--- src/rtl/bus_b_pkg.sv ---
// rtl/bus_b_pkg.sv - shared encodings for the bus-B source stage
//
// Purpose: source-mode encodings for mb and the skid buffer occupancy states.
// Ports: none (package).
package bus_b_pkg;

  typedef enum logic [1:0] {
    MB_REG   = 2'b00,
    MB_CONST = 2'b01,
    MB_ZERO  = 2'b10,
    MB_HOLD  = 2'b11
  } mb_t;

  typedef enum logic [1:0] {
    EMPTY = 2'd0,
    ONE   = 2'd1,
    TWO   = 2'd2
  } skid_state_t;

endpackage

--- src/rtl/bus_b_skid.sv ---
// rtl/bus_b_skid.sv - two-entry valid/ready skid buffer
//
// Purpose: registers operands and keeps up to two in strict FIFO order so the
//          consumer can stall without loss. in_ready depends on state only.
// Ports:
//   clk, rst_n             clock, asynchronous active-low reset
//   in_data/in_valid/in_ready     upstream handshake
//   out_data/out_valid/out_ready  downstream handshake
module bus_b_skid
  import bus_b_pkg::*;
#(
  parameter int WIDTH = 8
) (
  input  logic             clk,
  input  logic             rst_n,
  input  logic [WIDTH-1:0] in_data,
  input  logic             in_valid,
  output logic             in_ready,
  output logic [WIDTH-1:0] out_data,
  output logic             out_valid,
  input  logic             out_ready
);

  skid_state_t      state;
  skid_state_t      state_nxt;
  logic [WIDTH-1:0] main_q;
  logic [WIDTH-1:0] skid_q;
  logic             accept;
  logic             consume;
  logic             load_main;
  logic             load_skid;
  logic             main_from_skid;

  assign in_ready  = (state != TWO);
  assign out_valid = (state != EMPTY);
  assign out_data  = main_q;

  assign accept  = in_valid && in_ready;
  assign consume = out_valid && out_ready;

  always_comb begin
    state_nxt      = state;
    load_main      = 1'b0;
    load_skid      = 1'b0;
    main_from_skid = 1'b0;
    case (state)
      EMPTY: begin
        if (accept) begin
          state_nxt = ONE;
          load_main = 1'b1;
        end
      end
      ONE: begin
        if (accept && !consume) begin
          state_nxt = TWO;
          load_skid = 1'b1;
        end else if (!accept && consume) begin
          state_nxt = EMPTY;
        end else if (accept && consume) begin
          // Occupancy unchanged; the new operand replaces the one leaving.
          load_main = 1'b1;
        end
      end
      TWO: begin
        if (consume) begin
          state_nxt      = ONE;
          main_from_skid = 1'b1;
        end
      end
      default: state_nxt = EMPTY;
    endcase
  end

  always_ff @(posedge clk or negedge rst_n) begin
    if (!rst_n) begin
      state  <= EMPTY;
      main_q <= '0;
      skid_q <= '0;
    end else begin
      state <= state_nxt;
      if (load_main) begin
        main_q <= in_data;
      end else if (main_from_skid) begin
        main_q <= skid_q;
      end
      if (load_skid) begin
        skid_q <= in_data;
      end
    end
  end

endmodule

--- src/rtl/bus_b_source_stage.sv ---
// rtl/bus_b_source_stage.sv - registered bus-B operand selector with skid buffer
//
// Purpose: on each accepted request picks the bus-B operand from a register
//          read port, the instruction constant, zero, or the last issued
//          operand, and passes it through a two-entry skid buffer.
// Ports:
//   clk, rst_n        clock, asynchronous active-low reset
//   reg_src           NSRC flattened register read ports, port k at [k*WIDTH +: WIDTH]
//   cs                constant field
//   mb                source mode (REG/CONST/ZERO/HOLD)
//   sel_b             register port index (REG mode only)
//   in_valid/in_ready request handshake
//   bus_b/bus_b_valid/bus_b_ready  operand handshake to the function unit
//   sel_err           sticky out-of-range REG select flag
module bus_b_source_stage
  import bus_b_pkg::*;
#(
  parameter int WIDTH = 8,
  parameter int NSRC  = 4
) (
  input  logic                    clk,
  input  logic                    rst_n,
  input  logic [NSRC*WIDTH-1:0]   reg_src,
  input  logic [WIDTH-1:0]        cs,
  input  logic [1:0]              mb,
  input  logic [$clog2(NSRC)-1:0] sel_b,
  input  logic                    in_valid,
  output logic                    in_ready,
  output logic [WIDTH-1:0]        bus_b,
  output logic                    bus_b_valid,
  input  logic                    bus_b_ready,
  output logic                    sel_err
);

  logic [WIDTH-1:0] last_issued;
  logic [WIDTH-1:0] reg_op;
  logic [WIDTH-1:0] operand;
  logic             sel_bad;
  logic             accept;

  assign accept = in_valid && in_ready;

  // sel_b can encode indices beyond NSRC when NSRC is not a power of two;
  // those select zero and flag an error instead of reading past reg_src.
  always_comb begin
    reg_op  = '0;
    sel_bad = 1'b1;
    for (int k = 0; k < NSRC; k++) begin
      if (32'(sel_b) == k) begin
        reg_op  = reg_src[k*WIDTH +: WIDTH];
        sel_bad = 1'b0;
      end
    end
  end

  // HOLD reads the register, i.e. the value from the previous accept.
  always_comb begin
    operand = '0;
    case (mb)
      MB_REG:   operand = reg_op;
      MB_CONST: operand = cs;
      MB_ZERO:  operand = '0;
      MB_HOLD:  operand = last_issued;
      default:  operand = '0;
    endcase
  end

  always_ff @(posedge clk or negedge rst_n) begin
    if (!rst_n) begin
      last_issued <= '0;
      sel_err     <= 1'b0;
    end else if (accept) begin
      last_issued <= operand;
      if ((mb == MB_REG) && sel_bad) begin
        sel_err <= 1'b1;
      end
    end
  end

  bus_b_skid #(
    .WIDTH(WIDTH)
  ) u_skid (
    .clk      (clk),
    .rst_n    (rst_n),
    .in_data  (operand),
    .in_valid (in_valid),
    .in_ready (in_ready),
    .out_data (bus_b),
    .out_valid(bus_b_valid),
    .out_ready(bus_b_ready)
  );

endmodule

--- config.mk ---
export PLATFORM = sky130hd
export DESIGN_NAME = bus_b_source_stage
export DESIGN_NICKNAME = d
export VERILOG_FILES = /design/src/rtl/bus_b_pkg.sv /design/src/rtl/bus_b_skid.sv /design/src/rtl/bus_b_source_stage.sv
export SDC_FILE = /design/constraint.sdc
export NUM_CORES = 1
export LEC_CHECK = 0
export BUFFER_PORTS_ARGS = -buffer_cell sky130_fd_sc_hd__buf_2
export CAP_MARGIN = 20
export CORE_UTILIZATION = 44
export CTS_CLUSTER_DIAMETER = 60
export DETAILED_ROUTE_END_ITERATION = 7
export MAX_ROUTING_LAYER = met4
export PLACE_DENSITY = 0.76
export SLEW_MARGIN = 20
export SYNTH_ARGS = -nofsm -noshare
export SYNTH_HDL_FRONTEND = slang
export SYNTH_SLANG_ARGS = --single-unit
--- constraint.sdc ---
create_clock -name clk -period 1.9 [get_ports clk]
set_input_delay 0 -clock clk [delete_from_list [all_inputs] [get_ports clk]]
set_output_delay 0 -clock clk [all_outputs]
set_load 0.1 [all_outputs]
# Word-level counts from Yosys, hierarchy flattened

Cells that the tools add are included.

Bits in registers: 27
Input bits: 48
Word-level logic and storage cells: 57
Output and inout port bits: 11

Eq/ne operators: 12
Mux-type cells: 25
Reduce and logical (&&, ||, !) cells: 15

Operators with widths:

| kind                                                   | count |
|---|---|
| 2-to-1 mux 8 bit                                       | 6 |
| one-hot mux 8 bit (4 select lines)                     | 1 |
| 2-to-1 mux 1 bit                                       | 12 |
| equality test 2 bit (second input constant)            | 5 |
| 2-to-1 mux 2 bit                                       | 4 |
| equality test 2 x 1 -> 1 bit (second input constant)   | 3 |
| logical AND 1 bit                                      | 6 |
| logical NOT 2 bit                                      | 3 |
| one-hot mux 2 bit (3 select lines)                     | 1 |
| inequality test 2 x 1 -> 1 bit (second input constant) | 2 |
| nonzero test 2 bit                                     | 2 |
| inequality test 3 x 1 -> 1 bit (second input constant) | 1 |
| AND reduction 3 bit                                    | 1 |
| logical NOT 1 bit                                      | 2 |
| inequality test 2 bit (second input constant)          | 1 |
| one-hot mux 1 bit (2 select lines)                     | 1 |
| AND reduction 2 bit                                    | 1 |

# Logic depth before layout (Yosys ltp)

Gate-level depths: netlist of run 1.

Depth after elaboration: 8
Depth in mapped cells: 9
Gate-level depth less buffers: 6

# By module

Synthesis of run 1 repeated with hierarchy kept, for this count alone.

Cells, all modules: 161
Area total of the unflattened synthesis: 1,626.6 um^2

By module, submodules not included:

| module             | area an instance (um^2) | instances | cells an instance | sequential area each (um^2) |
|---|---|---|---|---|
| bus_b_source_stage | 818.3                   | 1         | 87                | 225.2 |
| bus_b_skid         | 808.3                   | 1         | 74                | 450.4 |

# Worst setup path after synthesis of run 1

Ideal clock, no wire load.

Path kind: reg2reg
Start point: register u_skid.state[1]
End point: register u_skid.state[1]
Stages on the path, launching flop included: 8
Data required time: 1,721 ps
Path buffers: 2
Setup time: 179 ps
Period minus slack after synthesis: 2,103 ps
Path slack: -203 ps
Arrival: 1,924 ps
Cells stage by stage: dfrtp_1 -> clkbuf_1 -> or2_2 -> nand2_1 -> ha_1 -> nand3b_1 -> clkbuf_1 -> o22ai_1

Cells in the longest elaborated chain, start to end: 6
Elaborated cells on any way between the ends: 17
Those cells by class: eq/ne: 6; mux: 2; reduce/logical: 9

Ends and longest elaborated chain:

| what                                                                                       | RTL line                 | text |
|---|---|---|
| start, declared                                                                            | bus_b_skid.sv:24         | `skid_state_t state;` |
| start signal, assigned                                                                     | bus_b_skid.sv:80         | `state <= state_nxt;` |
| nonzero test 2 bit (*)                                                                     | bus_b_skid.sv:35         | `assign out_valid = (state != EMPTY);` |
| named net bus_b_valid                                                                      | bus_b_source_stage.sv:30 | `output logic bus_b_valid,` |
| logical AND 1 bit (*)                                                                      | bus_b_skid.sv:39         | `assign consume = out_valid && out_ready;` |
| logical NOT 1 bit                                                                          | bus_b_skid.sv:54         | `if (accept && !consume) begin` |
| logical AND 1 bit                                                                          | bus_b_skid.sv:54         |  |
| inequality test 3 x 1 -> 1 bit (no source line) or 2-to-1 mux 2 bit (tied branches)        | --                       |  |
| AND reduction 3 bit (no source line) or one-hot mux 2 bit (3 select lines) (tied branches) | --                       |  |

The timed path passes the listed nets; every way through them passes the cells marked *.
A chain may end at the register's enable or synchronous reset.

# Worst setup path after layout of run 1

Start point: register u_skid.state[1]
End point: register u_skid.state[0]

Cells in the longest elaborated chain, start to end: 6
Elaborated cells on any way between the ends: 17
Those cells by class: eq/ne: 6; mux: 2; reduce/logical: 9

Ends and longest elaborated chain:

| what                                                                                       | RTL line |
|---|---|
| inequality test 2 bit or nonzero test 2 bit (tied branches)                                | bus_b_skid.sv:34, bus_b_skid.sv:35 |
| logical AND 1 bit, on equally long branches                                                | bus_b_skid.sv:38, bus_b_skid.sv:39 |
| logical NOT 1 bit, on equally long branches                                                | bus_b_skid.sv:57, bus_b_skid.sv:54 |
| logical AND 1 bit, on equally long branches                                                | bus_b_skid.sv:57, bus_b_skid.sv:54 |
| inequality test 3 x 1 -> 1 bit (no source line) or 2-to-1 mux 2 bit (tied branches)        | -- |
| AND reduction 3 bit (no source line) or one-hot mux 2 bit (3 select lines) (tied branches) | -- |

Several ways; a longest one is shown, not always the timed one.

==> results of run 1 <==
placed cells by master (no fill, tap or decap), types with 3 or more instances in the layout:
cell	count
a221oi_1	4
dfrtp_1	27
o21ai_0	8
clkbuf_4	3
a222oi_1	8
buf_2	58
o221ai_1	4
nand2_1	13
inv_1	8
nor2_1	5
mux2_2	22
a21oi_1	17
logic make-up (layout without fill, tap and decap cells):
family,after synthesis,in the layout
DFF,27,27
AOI/OAI and AO/OA,45,45
adders and majority gates,1,1
and+or+nand+nor,31,31
buffers and inverters,19,74
muxes,24,24
sequential cells by signal, summed over array words and instances (netlist names):
| register | cells |
|---|---|
| u_skid.state | 2 |
| u_skid.skid_q | 8 |
| sel_err | 1 |
| u_skid.out_data | 8 |
| last_issued | 8 |
layer usage:
layer	up-vias	routed length (um)	global-route usage
li1	661	-	-
met1	581	1560	0.254
met3	2	226	0.0256
met4	0	19	0.0487
met5	-	0	-
met2	52	1440	0.319
area by class of cell:
type,count,area share
inverter,8,0.0160
timing repair buffer,62,0.173
clock buffer,4,0.0140
sequential,27,0.359
multi-input combinational,101,0.408
tap,46,0.0306
where the power goes:
group,switching (uW),total [uW],internal (uW)
Combinational,1150,1540,391
Sequential,149,946,797
Clock,150,232,81.8
timing repair:
item / CTS / global route
hold buffers: 2 / 0
setup endpoints to repair: 0 / 4
resized for setup: 0 / 1
endpoints found under the hold margin: 28 / 0
worst reg2reg max path: cells and delay by family (launching register included):
kind	cells	cell delay, ns
flip-flops	1	0.55
adder cells (fa/ha/maj)	1	0.33
AND/OR/NAND/NOR	2	0.38
AO/OA/AOI/OAI	2	0.32
how the worst max path moves through the flow:
stage	end	start	depth (start not counted)	slack (ns)
after floorplan	u_skid.state[1]	u_skid.state[1]	7	-0.02
after global placement	u_skid.state[0]	u_skid.state[0]	5	0.24
after detailed placement	u_skid.skid_q[6]	u_skid.state[1]	7	0.17
after CTS	u_skid.skid_q[6]	u_skid.state[1]	7	0.15
after global routing	u_skid.skid_q[0]	u_skid.state[1]	7	0.06
final	u_skid.state[0]	u_skid.state[1]	5	0.20
metrics by stage:
step | hold WS (ns) | setup WS [ns] | cells | power (uW)
final | 0.0882 | 0.202 | 248 | 2720
after global routing | 0.100 | 0.0632 | 248 | 2900
after CTS | 0.0732 | 0.146 | 248 | 2740
after detailed placement | 0.0379 | 0.166 | 242 | 2490
after global placement | 0.0336 | 0.238 | 242 | 2480
after floorplan | -0.296 | -0.0224 | 147 | 2210
==> flow_summary.ini, run 1 <==
[clocking]
clk_pin_slew_ns = 0.13
numCtsBuffers = 3
clockBufferDepth = 2
cts_tree = done
clock-sinks = 27
cts_max_level = 1
cts_post_setup_buffers_inserted = 0
cts_root_buf = clkbuf_4
clock_latency_ns = 0.30

[critical_path]
ff2ff_setup_slack_ns = 0.20
cp-end-kind = register
critPathMaxFanout = 12
worstSetupStartpointType = register
critPathRequiredTime_ns = 2.10
rr_endpoint = u_skid.state[0]
cp.arrival_ns = 1.89
cp_num_buf_inv = 0
worstSetupPathType = register to register
path_delay_family = flip-flops
crit_chain = nand2b_1 > and2_2 > ha_1 > a211oi_1 > a21oi_1
slowest_stage = dfrtp_1
rr_worst_depth = 5
cp_slowest_stage_delay_ns = 0.55
r2r_start = u_skid.state[1]

[job]
max_cap_violations = 0

[synth]
synth_adder_area_share = 0.00818
synth.most_common_cell = dfrtp_1
synth_top_family_by_area = compound AO/OA/AOI/OAI gates
postSynthAreaPerCell_um2 = 10.4
synth-simple-area-share = 0.110
synth_edf_count = 0
synth_compound_area_frac = 0.200
synth_nets = 196
synth_area_leaders = dfrtp_1, mux2_2, a21oi_1
syn_area_um2 = 1530
synth-seq-area-share = 0.442
netlist.area_leader.share = 0.442
synth_top_area_cell = dfrtp_1
async_flop_share = 1.00
synth_flop_cell = dfrtp_1
yosys.area_share.xor_xnor = 0
ys_warn_count = 0
synthMuxAreaShare = 0.182
synthTopCellsByCount = dfrtp_1, mux2_2, a21oi_1
synth-seq-cells = 27
netlist_instances = 147
synth_cell_types = 29

[power_and_ir_drop]
leakage_uw = 0.000894
vdd_drop_max_mv = 0.988
p_per_area_nw_per_um2 = 1440

[place]
dpl.hpwl_mm = 2.54
placed_area_um2 = 1830
gp_congestion = 0.765
io_buffer_count = 58

[sta]
clock.fmax_ghz = 0.589
slew_headroom = 0.609
hold_viol = 0
clock_skew_ns = 0.00418
worst_slew_pin_slew_ns = 0.587
period_share = 0.894
rsz0062_at_grt = false
post-route-min-period_ns = 1.70
setup-violations-final = 0
tns_ns = 0
slew_violations = 0

[route]
routed_via_density = 5.23
post_drt_wl_per_cell_um = 13.1
drt_wl_total_mm = 3.24
drt-pass1-iter-count = 4
drt.antenna.violating_nets = 0
vias = 1296
route.detailed.drc = 0
drt_first_iter_violations = 47

[worst_hold_path]
worstHoldPathType = input pin to register
hp-start = in_valid
hold_path_end = last_issued[2]
hold_path_depth = 3

[final_layout]
nFillCells = 300
multiInputGateArea_um2 = 767
fin_area_um2 = 1880
drive_above_1_share = 0.455
final_util = 0.564
regArea_um2 = 676
diodes = 0
final_net_count = 252
syn2layout_area_growth_pct = 23.0

[grt]
antenna_found_initial = 0
grt.total_usage = 0.194
grt_max_degree = 28
grt_pass1_wl_mm = 5.13
grt-ovfl-total = 0
grt_pass1_vias = 1152

[floorplan]
initial_core_util = 0.459
die_y_um = 61.0
die_x_um = 61.0
die_area_um2 = 3720
ios = 59
num_rows = 21
core_um2 = 3340

[outcome]
status = completed
Note: power is estimated with default switching activity, not from simulation.
==> run 2, diff against run 1 <==
--- a/config.mk
+++ b/config.mk
@@ -12,6 +12,7 @@
 export DETAILED_ROUTE_END_ITERATION = 7
 export MAX_ROUTING_LAYER = met4
 export PLACE_DENSITY = 0.76
+export SETUP_SLACK_MARGIN = 0.3
 export SLEW_MARGIN = 20
 export SYNTH_ARGS = -nofsm -noshare
 export SYNTH_HDL_FRONTEND = slang
==> run 2 against run 1 <==
Effect of this change:
- clock power rose by 8%
- sequential cell count did not move
- fmax rose by 10%
- utilization rose by 2.5 points
- clock skew rose by 0.0085 ns
- cell count rose by 3.2%
- register-to-register slack improved by 0.16 ns
- routed wire length rose by 8.7%
- die area did not move
==> flow_summary.ini, run 2 (synthesized netlist as in run 1, its figures left out) <==
[final_layout]
diodes = 0
drive_above_1_share = 0.495
multiInputGateArea_um2 = 778
syn2layout_area_growth_pct = 28.5
layout_common_cells = buf_2, dfrtp_1, mux2_2
nFillCells = 289
mostFrequentLayoutCell = buf_2
final_net_count = 260
regArea_um2 = 678

[floorplan]
core_um2 = 3340
num_rows = 21
initial_core_util = 0.459
die_y_um = 61.0
ios = 59
die_area_um2 = 3720
die_x_um = 61.0

[worst_hold_path]
worstHoldPathType = input pin to register
hp-start = in_valid

[power_and_ir_drop]
p_per_area_nw_per_um2 = 1460
seqPwrFrac = 0.328
leakage_uw = 0.000950
p_int_uw = 1350
vdd_drop_max_mv = 0.942
power.clock.fraction = 0.088
combPwrFrac = 0.585
swShare = 0.528
p_switching_uw = 1510

[place]
gp_congestion = 0.766
dpl.hpwl_mm = 2.53
io_buffer_count = 58

[critical_path]
slowest_stage = dfrtp_2
r2r_start = u_skid.state[0]
cp-end-kind = register
critPathRequiredTime_ns = 2.09
path_delay_family = simple AND/OR/NAND/NOR gates
worstSetupStartpointType = register
critPathMaxFanout = 7
cp_slowest_stage_delay_ns = 0.47
cp_num_buf_inv = 1
ff2ff_setup_slack_ns = 0.36
worstSetupPathType = register to register
crit_chain = or2_4 > nand2_1 > ha_1 > nand3b_1 > buf_4 > nand2_1 > o21ai_0
cp-startpoint = u_skid.state[0]
cp.arrival_ns = 1.73
cp_common_cell = nand2_1

[route]
drt-pass1-iter-count = 4
vias = 1349
post_drt_wl_per_cell_um = 13.8
drt_wl_total_mm = 3.52
drt.antenna.violating_nets = 0
route.detailed.drc = 0
drt_first_iter_violations = 72
routed_via_density = 5.27

[sta]
post-route-min-period_ns = 1.54
period_share = 0.811
worst_slew_pin_slew_ns = 0.590
slew_violations = 0
clock_skew_ns = 0.0127
hold_viol = 0
whs_ns = 0.0681
slew_headroom = 0.607
tns_ns = 0
rsz0062_at_grt = true
setup-violations-final = 0
clock.fmax_ghz = 0.649

[grt]
grt-ovfl-total = 0
grt_max_degree = 28
grt_pass1_vias = 1155
grt.total_usage = 0.194
antenna_found_initial = 0
grt_pass1_wl_mm = 5.08

[clocking]
cts_max_level = 1
clockBufferDepth = 2
clock-sinks = 27
cts_root_buf = clkbuf_4
clk_pin_slew_ns = 0.15
cts_tree = done
clock_latency_ns = 0.33
numCtsBuffers = 3

[job]
max_cap_violations = 0

[outcome]
status = completed
run 2: cell types whose count changed in the layout (fill, tap and decap cells not counted), moves of 2 or more:
cell	before	now
buf_4	2	7
a211oi_1	2	0
a211oi_2	0	2
dfrtp_1	27	25
dfrtp_2	0	2
run 2: final timing paths:
check / endpoint / cells after the start
min in group asynchronous: sel_err / 2
worst min-delay path: last_issued[7] / 3
worst max-delay path: u_skid.skid_q[0] / 7
worst min register to register: sel_err / 0
max in group asynchronous: u_skid.state[0] / 2
worst max register to register: u_skid.skid_q[0] / 7
run 2: what timing repair did:
item | CTS | global route
pin swaps | 0 | 1
endpoints found under the setup margin | 11 | 14
hold buffers | 2 | 0
gates resized for setup | 5 | 2
buffers inserted | 1 | 5
cloned | 0 | 1
hold endpoints to repair | 28 | 0
run 2: worst min-delay path: stages:
cell and delay (ns):
buf_2 0.18, a21oi_1 0.15, a21oi_1 0.04
run 2: cell type report:
type / count / share of cell area
clock buffer: 3 / 0.0115
clock inverter: 1 / 0.00382
multi-input combinational: 101 / 0.396
tap: 46 / 0.0293
sequential: 27 / 0.345
timing repair buffer: 70 / 0.199
inverter: 8 / 0.0153
run 2: stage by stage:
step	util	std cells	area [um2]	setup slack, ns	power [uW]
CTS	0.572	250	1910	0.324	2800
finish	0.589	256	1970	0.359	2870
global route	0.589	256	1970	0.280	3050
floorplan	-	147	1560	0.170	2240
global placement	0.552	243	1840	0.262	2480
detailed placement	0.552	243	1840	0.186	2510
run 2: power by group through the flow:
stage	registers [uW]	clock network [uW]	logic, uW
floorplan	1540	0	704
global placement	951	0	1530
detailed placement	955	0	1550
CTS	946	263	1590
global route	971	291	1790
finish	941	251	1680
run 2: per-layer routing:
| layer | wire (um) | track usage | vias to the layer above |
|---|---|---|---|
| met5 | 0 | - | - |
| met4 | 10 | 0.0747 | 0 |
| met3 | 243 | 0.0384 | 2 |
| met2 | 1640 | 0.314 | 58 |
| met1 | 1630 | 0.240 | 612 |
| li1 | - | - | 677 |
==> run 3, diff against run 2 <==
==> constraint.sdc (replaced) <==
create_clock -name clk -period 1.3 [get_ports clk]
set_input_delay 0 -clock clk [delete_from_list [all_inputs] [get_ports clk]]
set_output_delay 0 -clock clk [all_outputs]
set_load 0.1 [all_outputs]
==> run 3 against run 2 <==
Effect of this change:
- the run now ends with negative setup slack left
- fmax increased by 7.5%
- clock-buffer cell count increased by 1
- sequential cell count unchanged
- die area stayed put
- clock power grew 45%
- routed wire length rose by 15%
- utilization rose by 14 points
- design area grew 25%
- non-clock buffer count rose by 22
- global-route usage grew 1.9 points
==> flow_summary.ini, run 3 (synthesized netlist as in run 1, its figures left out) <==
[power_and_ir_drop]
vdd_drop_max_mv = 1.17
p_per_area_nw_per_um2 = 2140
leakage_uw = 0.00116
p_total_uw = 5230

[final_layout]
nFillCells = 220
final_net_count = 282
layout_common_cells = buf_2, buf_4, dfrtp_1
mostFrequentLayoutCell = buf_2
drive_above_1_share = 0.690
syn2layout_area_growth_pct = 59.9
diodes = 0
fin_area_um2 = 2450
final_util = 0.733

[route]
drt.antenna.violating_nets = 0
routed_via_density = 5.35
vias = 1486
drt_wl_total_mm = 4.05
post_drt_wl_per_cell_um = 14.6
drt-pass1-iter-count = 5
drt_first_iter_violations = 83
route.detailed.drc = 0

[place]
io_buffer_count = 58
placed_area_um2 = 2050
dpl.hpwl_mm = 2.77
gp_congestion = 0.833

[sta]
setup_slack_ns = -0.133
rsz0062_at_grt = true
period_share = 1.10
slew_violations = 0
clock_skew_ns = 0.00109
clock.fmax_ghz = 0.698
slew_headroom = 0.606
hold_viol = 0
post-route-min-period_ns = 1.43
setup-violations-final = 19
worst_slew_pin_slew_ns = 0.591
whs_ns = 0.0427

[clocking]
clockBufferDepth = 2
cts_tree = done
clock-sinks = 27
clock_latency_ns = 0.33
cts_max_level = 1
numCtsBuffers = 3
cts_root_buf = clkbuf_4
clk_pin_slew_ns = 0.13

[grt]
grt.total_usage = 0.213
grt_pass1_vias = 1349
grt_pass1_wl_mm = 5.74
grt-ovfl-total = 0
grt_max_degree = 28
antenna_found_initial = 0

[worst_hold_path]
worstHoldPathType = input pin to register

[job]
max_cap_violations = 0

[floorplan]
die_x_um = 61.0
die_y_um = 61.0
num_rows = 21
die_area_um2 = 3720
ios = 59
core_um2 = 3340
initial_core_util = 0.459

[critical_path]
worstSetupStartpointType = register
cp.arrival_ns = 1.67
worstSetupPathType = register to register
critPathMaxFanout = 9
cp-end-kind = register
critPathRequiredTime_ns = 1.53

[outcome]
violations = negative setup slack
status = finished with violations
[run 3: cell count changes in the layout (fill, tap and decap cells not counted), moves of 7 or more]
cell / change
a21oi_1: -8
a21oi_2: +8
buf_2: -12
buf_4: +20
buf_6: +7
mux2_2: -8
mux2_4: +8
o21ai_0: -8
o21ai_1: +7
[run 3: final cells by class]
class                           instances  area, um2  area share
Clock buffer                            4       26.3      0.0107
Sequential cell                        27        684       0.280
Inverter                                8       30.0      0.0123
Timing Repair Buffer                   92        693       0.283
Multi-Input combinational cell        101        956       0.391
Tap cell                               46       57.6      0.0235
[run 3: report_power, final]
group          internal [uW]  total [uW]  leakage [uW]  switching, uW
Clock                    121         363     0.0000150            242
Sequential              1180        1450      0.000324            262
Combinational           1410        3430      0.000817           2010
[run 3: path summary, 6_finish.rpt]
check / start / to / slack, ns / cells after the start
min in group asynchronous: rst_n / u_skid.out_data[4] / 0.19 / 2
worst min register to register: sel_err / sel_err / 0.42 / 0
max in group asynchronous: rst_n / u_skid.out_data[7] / 0.69 / 2
worst min-delay path: bus_b_ready / u_skid.state[0] / 0.04 / 3
worst max register to register: u_skid.state[0] / u_skid.skid_q[7] / -0.13 / 7
worst max-delay path: u_skid.state[0] / u_skid.skid_q[7] / -0.13 / 7
[run 3: layer usage]
metal | part of all wire | GRT usage | wire [um] | vias to the layer above
li1 | - | - | - | 722
met1 | 0.43 | 0.252 | 1740 | 694
met3 | 0.061 | 0.0235 | 249 | 5
met4 | 0.010 | 0.0519 | 42 | 0
met2 | 0.50 | 0.385 | 2020 | 65
met5 | 0 | - | 0 | -
[run 3: stage by stage]
step,TNS [ns],std cells,setup slack (ns)
2_1_floorplan,-4.11,147,-0.428
3_3_place_gp,-1.05,260,-0.0750
3_5_place_dp,-1.35,260,-0.103
4_1_cts,-1.24,270,-0.105
5_1_grt,-2.80,278,-0.187
6_report,-1.70,278,-0.133
[run 3: what timing repair did]
item / in CTS / in global routing
hold buffers: 2 / 0
gates resized for setup: 47 / 26
pin swaps: 5 / 10
endpoints found under the setup margin: 37 / 32
setup buffers: 4 / 8
hold endpoints to repair: 28 / 0
[run 3: critical path, cell delays in order, from the launching register on]
cell and delay, ns:
dfrtp_2 0.48, or2_4 0.28, nand2_4 0.07, ha_4 0.12
nand3b_1 0.12, buf_6 0.17, nand2_1 0.06, o21ai_1 0.06
